$ cat config.mk
export PLATFORM = sky130hd
export DESIGN_NAME = axi_counter_core
export DESIGN_NICKNAME = d
export VERILOG_FILES = /design/src/rtl/counter_pkg.sv /design/src/rtl/counter_prescaler.sv /design/src/rtl/axi_counter_core.sv
export SDC_FILE = /design/constraint.sdc
export NUM_CORES = 1
export LEC_CHECK = 0
export ABC_CLOCK_PERIOD_IN_PS = 2900
export CELL_PAD_IN_SITES_DETAIL_PLACEMENT = 0
export CELL_PAD_IN_SITES_GLOBAL_PLACEMENT = 1
export CORE_MARGIN = 1
export CORE_UTILIZATION = 43
export CTS_CLUSTER_SIZE = 40
export DETAILED_ROUTE_END_ITERATION = 6
export DONT_BUFFER_PORTS = 1
export GPL_ROUTABILITY_DRIVEN = 0
export GPL_TIMING_DRIVEN = 0
export PLACE_DENSITY = 0.77
export SYNTH_ARGS = -nofsm -noshare
export SYNTH_HDL_FRONTEND = slang
export SYNTH_SLANG_ARGS = --single-unit
$ cat constraint.sdc
create_clock -name clk -period 2.9 [get_ports clk]
set_input_delay 0.29 -clock clk [delete_from_list [all_inputs] [get_ports clk]]
set_output_delay 0.29 -clock clk [all_outputs]
set_load 0.1 [all_outputs]
$ cat src/rtl/counter_pkg.sv
// Shared definitions for the counter engine and the register bank that drives it:
// FSM states, CTRL/STATUS bit positions and register slot indices.
package counter_pkg;

   typedef enum logic [1:0] {
      IDLE  = 2'd0,
      RUN   = 2'd1,
      PAUSE = 2'd2,
      DONE  = 2'd3
   } state_e;

   localparam int CTRL_EN      = 0;
   localparam int CTRL_DIR     = 1;
   localparam int CTRL_ONESHOT = 2;
   localparam int CTRL_CLR     = 3;

   localparam int STAT_RUNNING = 0;
   localparam int STAT_DONE    = 1;
   localparam int STAT_WRAPPED = 2;

   localparam int IRQEN_BIT    = 0;

   localparam int REG_CTRL     = 0;
   localparam int REG_LOAD     = 1;
   localparam int REG_LIMIT    = 2;
   localparam int REG_PRESC    = 3;
   localparam int REG_IRQEN    = 4;
   localparam int REG_STATUS   = 5;

endpackage

$ cat src/rtl/counter_prescaler.sv
// Step prescaler: counts 0..presc while run=1 and flags the cycle on which a
// count step may happen; holds while run=0, clear forces it back to 0.
module counter_prescaler #(
   parameter int DATA_WIDTH = 32
) (
   input  logic                  clk,
   input  logic                  areset,
   input  logic                  run,
   input  logic                  clear,
   input  logic [DATA_WIDTH-1:0] presc,
   output logic                  tick
);

   logic [DATA_WIDTH-1:0] cnt_q;

   // presc is compared live, so lowering it below cnt_q lets cnt_q run through
   // the full modulus before the next match.
   assign tick = run && (cnt_q == presc);

   always_ff @(posedge clk or negedge areset) begin
      if (!areset) begin
         cnt_q <= '0;
      end else if (clear) begin
         cnt_q <= '0;
      end else if (run) begin
         cnt_q <= tick ? '0 : cnt_q + 1'b1;
      end
   end

endmodule

$ cat src/rtl/axi_counter_core.sv
// Programmable up/down counter engine behind the AXI register bank.
// Define COUNTER_IRQ_EN to build the terminal-count interrupt pulse on irq_o.
module axi_counter_core
   import counter_pkg::*;
#(
   parameter int DATA_WIDTH = 32
) (
   input  logic                  clk,
   input  logic                  areset,
   input  logic [DATA_WIDTH-1:0] ctrl_i,
   input  logic [DATA_WIDTH-1:0] load_i,
   input  logic [DATA_WIDTH-1:0] limit_i,
   input  logic [DATA_WIDTH-1:0] presc_i,
   input  logic [DATA_WIDTH-1:0] irqen_i,
   output logic [2:0]            status_o,
   output logic [DATA_WIDTH-1:0] count_o,
   output logic                  irq_o,
   output state_e                dbg_state
);

   state_e                state_q, state_d;
   logic [DATA_WIDTH-1:0] count_q, count_d;
   logic                  done_q, done_d;
   logic                  wrapped_q, wrapped_d;
   logic                  clr_prev_q;
   logic                  clr_edge;
   logic                  en;
   logic                  presc_run;
   logic                  presc_clear;
   logic                  tick;
   logic                  terminal;

   assign en       = ctrl_i[CTRL_EN];
   assign clr_edge = ctrl_i[CTRL_CLR] && !clr_prev_q;

   // Prescaler only advances in RUN with EN held; leaving RUN freezes it for resume.
   assign presc_run   = (state_q == RUN) && en && !clr_edge;
   assign presc_clear = clr_edge || (state_q == IDLE) || (state_q == DONE);

   counter_prescaler #(
      .DATA_WIDTH(DATA_WIDTH)
   ) u_prescaler (
      .clk   (clk),
      .areset(areset),
      .run   (presc_run),
      .clear (presc_clear),
      .presc (presc_i),
      .tick  (tick)
   );

   always_comb begin
      state_d   = state_q;
      count_d   = count_q;
      done_d    = done_q;
      wrapped_d = wrapped_q;
      terminal  = 1'b0;
      if (clr_edge) begin
         state_d   = IDLE;
         count_d   = load_i;
         done_d    = 1'b0;
         wrapped_d = 1'b0;
      end else begin
         case (state_q)
            IDLE: begin
               if (en) begin
                  state_d = RUN;
                  count_d = load_i;
               end
            end
            RUN: begin
               if (!en) begin
                  state_d = PAUSE;
               end else if (tick) begin
                  if (count_q != limit_i) begin
                     count_d = ctrl_i[CTRL_DIR] ? count_q - 1'b1 : count_q + 1'b1;
                  end else begin
                     terminal = 1'b1;
                     if (ctrl_i[CTRL_ONESHOT]) begin
                        state_d = DONE;
                        done_d  = 1'b1;
                     end else begin
                        count_d   = load_i;
                        wrapped_d = 1'b1;
                     end
                  end
               end
            end
            PAUSE: begin
               if (en) begin
                  state_d = RUN;
               end
            end
            DONE: begin
               if (!en) begin
                  state_d = IDLE;
                  done_d  = 1'b0;
               end
            end
            default: state_d = IDLE;
         endcase
      end
   end

   always_ff @(posedge clk or negedge areset) begin
      if (!areset) begin
         state_q    <= IDLE;
         count_q    <= '0;
         done_q     <= 1'b0;
         wrapped_q  <= 1'b0;
         clr_prev_q <= 1'b0;
      end else begin
         state_q    <= state_d;
         count_q    <= count_d;
         done_q     <= done_d;
         wrapped_q  <= wrapped_d;
         clr_prev_q <= ctrl_i[CTRL_CLR];
      end
   end

`ifdef COUNTER_IRQ_EN
   logic irq_q;

   always_ff @(posedge clk or negedge areset) begin
      if (!areset) begin
         irq_q <= 1'b0;
      end else begin
         irq_q <= terminal && irqen_i[IRQEN_BIT];
      end
   end

   assign irq_o = irq_q;

   logic unused_bits;
   assign unused_bits = ^{ctrl_i[DATA_WIDTH-1:4], irqen_i[DATA_WIDTH-1:1]};
`else
   assign irq_o = 1'b0;

   logic unused_bits;
   assign unused_bits = ^{ctrl_i[DATA_WIDTH-1:4], irqen_i, terminal};
`endif

   assign count_o   = count_q;
   assign status_o  = {wrapped_q, done_q, (state_q == RUN)};
   assign dbg_state = state_q;

endmodule

==> impl_metrics.json <==
{
  "async_flop_share": 1.00,
  "syn_avg_cell_area_um2": 8.43,
  "synth_flop_cell": "dfrtp_1",
  "cts.clk_slew.worst_paths_ns": 0.06,
  "grt_use_total": 0.276,
  "die_h_um": 119,
  "antenna_found_initial": 0,
  "status": "finished with violations",
  "synth_cells": 699,
  "num_vias": 5476,
  "reg2reg_setup_slack_ns": -0.16,
  "p_comb_frac": 0.397,
  "timing_worst_setup_path_type": "reg -> reg",
  "r2r_cells": 10,
  "dpl_cell_area_um2": 6300,
  "drt_iter0_drc": 418,
  "ant_nets": 0,
  "drtPass1Iterations": 5,
  "cap_violations": 0,
  "wl_um": 19100,
  "initial_core_util": 0.443,
  "tightestPinTransition_ns": 0.679,
  "cts_buffer_depth": 2,
  "die_area_um2": 14200,
  "cts_made_buffers": 9,
  "synth_cell_types": 71,
  "finalWorstSetupSlack_ns": -0.161,
  "internal_power_w": 0.00287,
  "vias_per_cell": 5.94,
  "rsz0062_at_grt": "true",
  "critPathCaptureType": "flop",
  "min_period_over_period": 1.06,
  "root_buffer": "clkbuf_16",
  "max_slew_margin": 0.546,
  "drc": 0,
  "setup_viol_count_final": 7,
  "regToRegStartpoint": "count_o[11]",
  "grt_max_degree": 70,
  "yosysSeqAreaShare": 0.293,
  "hold_viol": 0,
  "nets": 935,
  "hp-class": "in -> reg",
  "path_cells": "ha_4 > nand4_4 > or4_4 > or3_4 > a31oi_4 > buf_6 > o211ai_4 > nand3_1 > or3b_1 > a21oi_2",
  "hpwl_um": 13800,
  "finalPower_w": 0.00572,
  "area_growth_pct": 23.6,
  "cpPeakStageDelay_ns": 0.65,
  "p_leak_nw": 2.86,
  "final_max_slew_viol_count": 0,
  "first_global_vias": 5343,
  "insertion_delay_ns": 0.35,
  "ys_seq_elements": 69,
  "syn-cell-area_um2": 5900,
  "wl_per_cell_um": 20.7,
  "drive_above_1_share": 0.232,
  "p_sw_frac": 0.498,
  "whs_path_depth": 2,
  "fin_util": 0.548,
  "power_density_nw_per_um2": 785,
  "required_ns": 3.18,
  "seqPwrFrac": 0.401,
  "skew_ns": 0.00418,
  "cts_htree_levels": 3,
  "cp.arrival_ns": 3.34,
  "row_count": 42,
  "hold_start": "ctrl_i[2]",
  "timing.rr.end": "count_o[29]",
  "grt.overflow.total": 0,
  "path_max_fanout": 4,
  "finalCriticalPeriod_ns": 3.06,
  "setup_tns_ns": -0.556,
  "ios": 200,
  "synthesis.nets": 893,
  "fmax_mhz": 327,
  "ys_warn_count": 0,
  "clkPwrFrac": 0.202,
  "slowest_stage": "dfrtp_4",
  "synth_edf_count": 0,
  "power.switching_w": 0.00285,
  "cts_sinks": 69,
  "start_kind": "flop",
  "grt_pass1_wl_um": 30100,
  "cts_tree": "done",
  "core_um2": 13300,
  "violations": "setup timing",
  "max-vdd-ir-drop_mv": 0.540,
  "io_buffers": 0,
  "final_cell_area_um2": 7290,
  "holdPathEnd": "done_q",
  "num_antenna_cells": 0,
  "die_x_um": 119
}
[critical path: cells and delay by family (launching register included)]
| family | cells | cell delay, ns |
|---|---|---|
| fa+ha+maj | 1 | 0.37 |
| buf+inv | 1 | 0.13 |
| compound gates | 3 | 0.42 |
| flops | 1 | 0.65 |
| simple gates | 5 | 1.39 |
[sequential cells by signal, summed over array words and instances, names as in the netlist]
name / flops
dbg_state: 2
wrapped_q: 1
clr_prev_q: 1
u_prescaler.cnt_q: 32
done_q: 1
count_o: 32
[cells in the mapped netlist, types with 5 or more instances]
| cell type | count | area share |
|---|---|---|
| a21o_1 | 13 | 0.017 |
| o21a_1 | 14 | 0.018 |
| a211oi_1 | 9 | 0.011 |
| nand4_1 | 18 | 0.019 |
| xor2_1 | 58 | 0.086 |
| ha_1 | 31 | 0.066 |
| mux2i_1 | 9 | 0.015 |
| buf_4 | 6 | 0.0076 |
| or2_2 | 5 | 0.0053 |
| and3_1 | 15 | 0.016 |
| nand2b_1 | 5 | 0.0053 |
| nand3_1 | 18 | 0.015 |
| inv_1 | 11 | 0.0070 |
| nor3_1 | 15 | 0.013 |
| dfrtp_1 | 69 | 0.29 |
| clkbuf_1 | 11 | 0.0070 |
| nor2b_1 | 6 | 0.0064 |
| nor4_1 | 14 | 0.015 |
| o211ai_1 | 11 | 0.014 |
| a21oi_1 | 48 | 0.041 |
| or3_1 | 9 | 0.0095 |
| o21ai_0 | 39 | 0.033 |
| a31oi_1 | 5 | 0.0053 |
| o31ai_1 | 6 | 0.0076 |
| nor2_1 | 64 | 0.041 |
| xnor2_1 | 52 | 0.077 |
| nand2_1 | 69 | 0.044 |
[worst max-delay path by stage]
| stage | from | end | slack (ns) |
|---|---|---|---|
| finish | count_o[11] | count_o[29] | -0.16 |
| global route | count_o[12] | count_o[23] | -0.26 |
| CTS | count_o[12] | count_o[25] | -0.12 |
| detailed placement | count_o[31] | count_o[15] | -1.61 |
| global placement | count_o[31] | count_o[15] | -1.61 |
| floorplan | count_o[10] | count_o[25] | -0.02 |
[cells by family after synthesis]
group	count (synthesis)	synth area share
mux	10	0.0172
buf+inv	38	0.0378
other cells	1	0.000636
compound gates	175	0.193
fa+ha+maj	32	0.0692
flops	69	0.293
simple gates	264	0.226
xor+xnor	110	0.163
[layer usage]
metal  global-route usage  up-vias  part of all wire
met5                    0        -                 0
met4                0.104        0             0.024
met3               0.0498       33             0.073
met2                0.419      208              0.45
met1                0.389     2626              0.46
li1                     -     2609                 -
[cells in the final DEF, fill, tap and decap left out, drive strengths merged, types with 3 or more instances in the layout]
cell    count
nor2b       6
a31oi       6
a21oi      50
nor2       64
or3         9
inv        14
and2        6
mux2i       9
o21a       14
nand2      69
a211oi      9
nand4      19
clkbuf     20
nor3       15
and4        4
nor4       14
o21bai      4
xor2       58
nor3b       4
nand2b      5
a21o       13
and3       16
ha         31
or2         5
o31ai       6
xnor2      52
nand3      18
o211ai     12
o221ai      3
o21ai      40
dfrtp      69
buf        45
[power groups by stage]
stage               combinational [W]  clock (W)  sequential [W]
floorplan                     0.00142          0         0.00218
global placement              0.00174          0         0.00227
detailed placement            0.00176          0         0.00227
CTS                           0.00209    0.00118         0.00229
global route                  0.00248    0.00121         0.00231
finish                        0.00227    0.00115         0.00230
[cell type report]
class | count | area [um2]
plain buffers | 22 | 180
clock buffers | 9 | 225
clock inverters | 7 | 81.3
fillers | 1237 | 6010
inverters | 11 | 41.3
multi-input cells | 592 | 4410
flip-flops and latches | 69 | 1830
well taps | 176 | 220
repair buffers | 36 | 303
[metrics by stage]
stage / setup WS [ns] / std cells / hold WS [ns]
2_1_floorplan: -0.0232 / 699 / -0.00559
3_3_place_gp: -1.61 / 875 / -0.00378
3_5_place_dp: -1.61 / 875 / -0.00320
4_1_cts: -0.119 / 916 / 0.0729
5_1_grt: -0.258 / 922 / 0.0966
6_report: -0.161 / 922 / 0.0811
[what timing repair did]
item                                    in CTS  in global routing
hold buffers                                 3                  0
resized for setup                           76                 43
endpoints found under the hold margin       70                  0
pin swaps                                   34                 24
setup buffers                               27                  6
endpoints found under the setup margin      45                 42
Power figures use the tool's default switching activity.
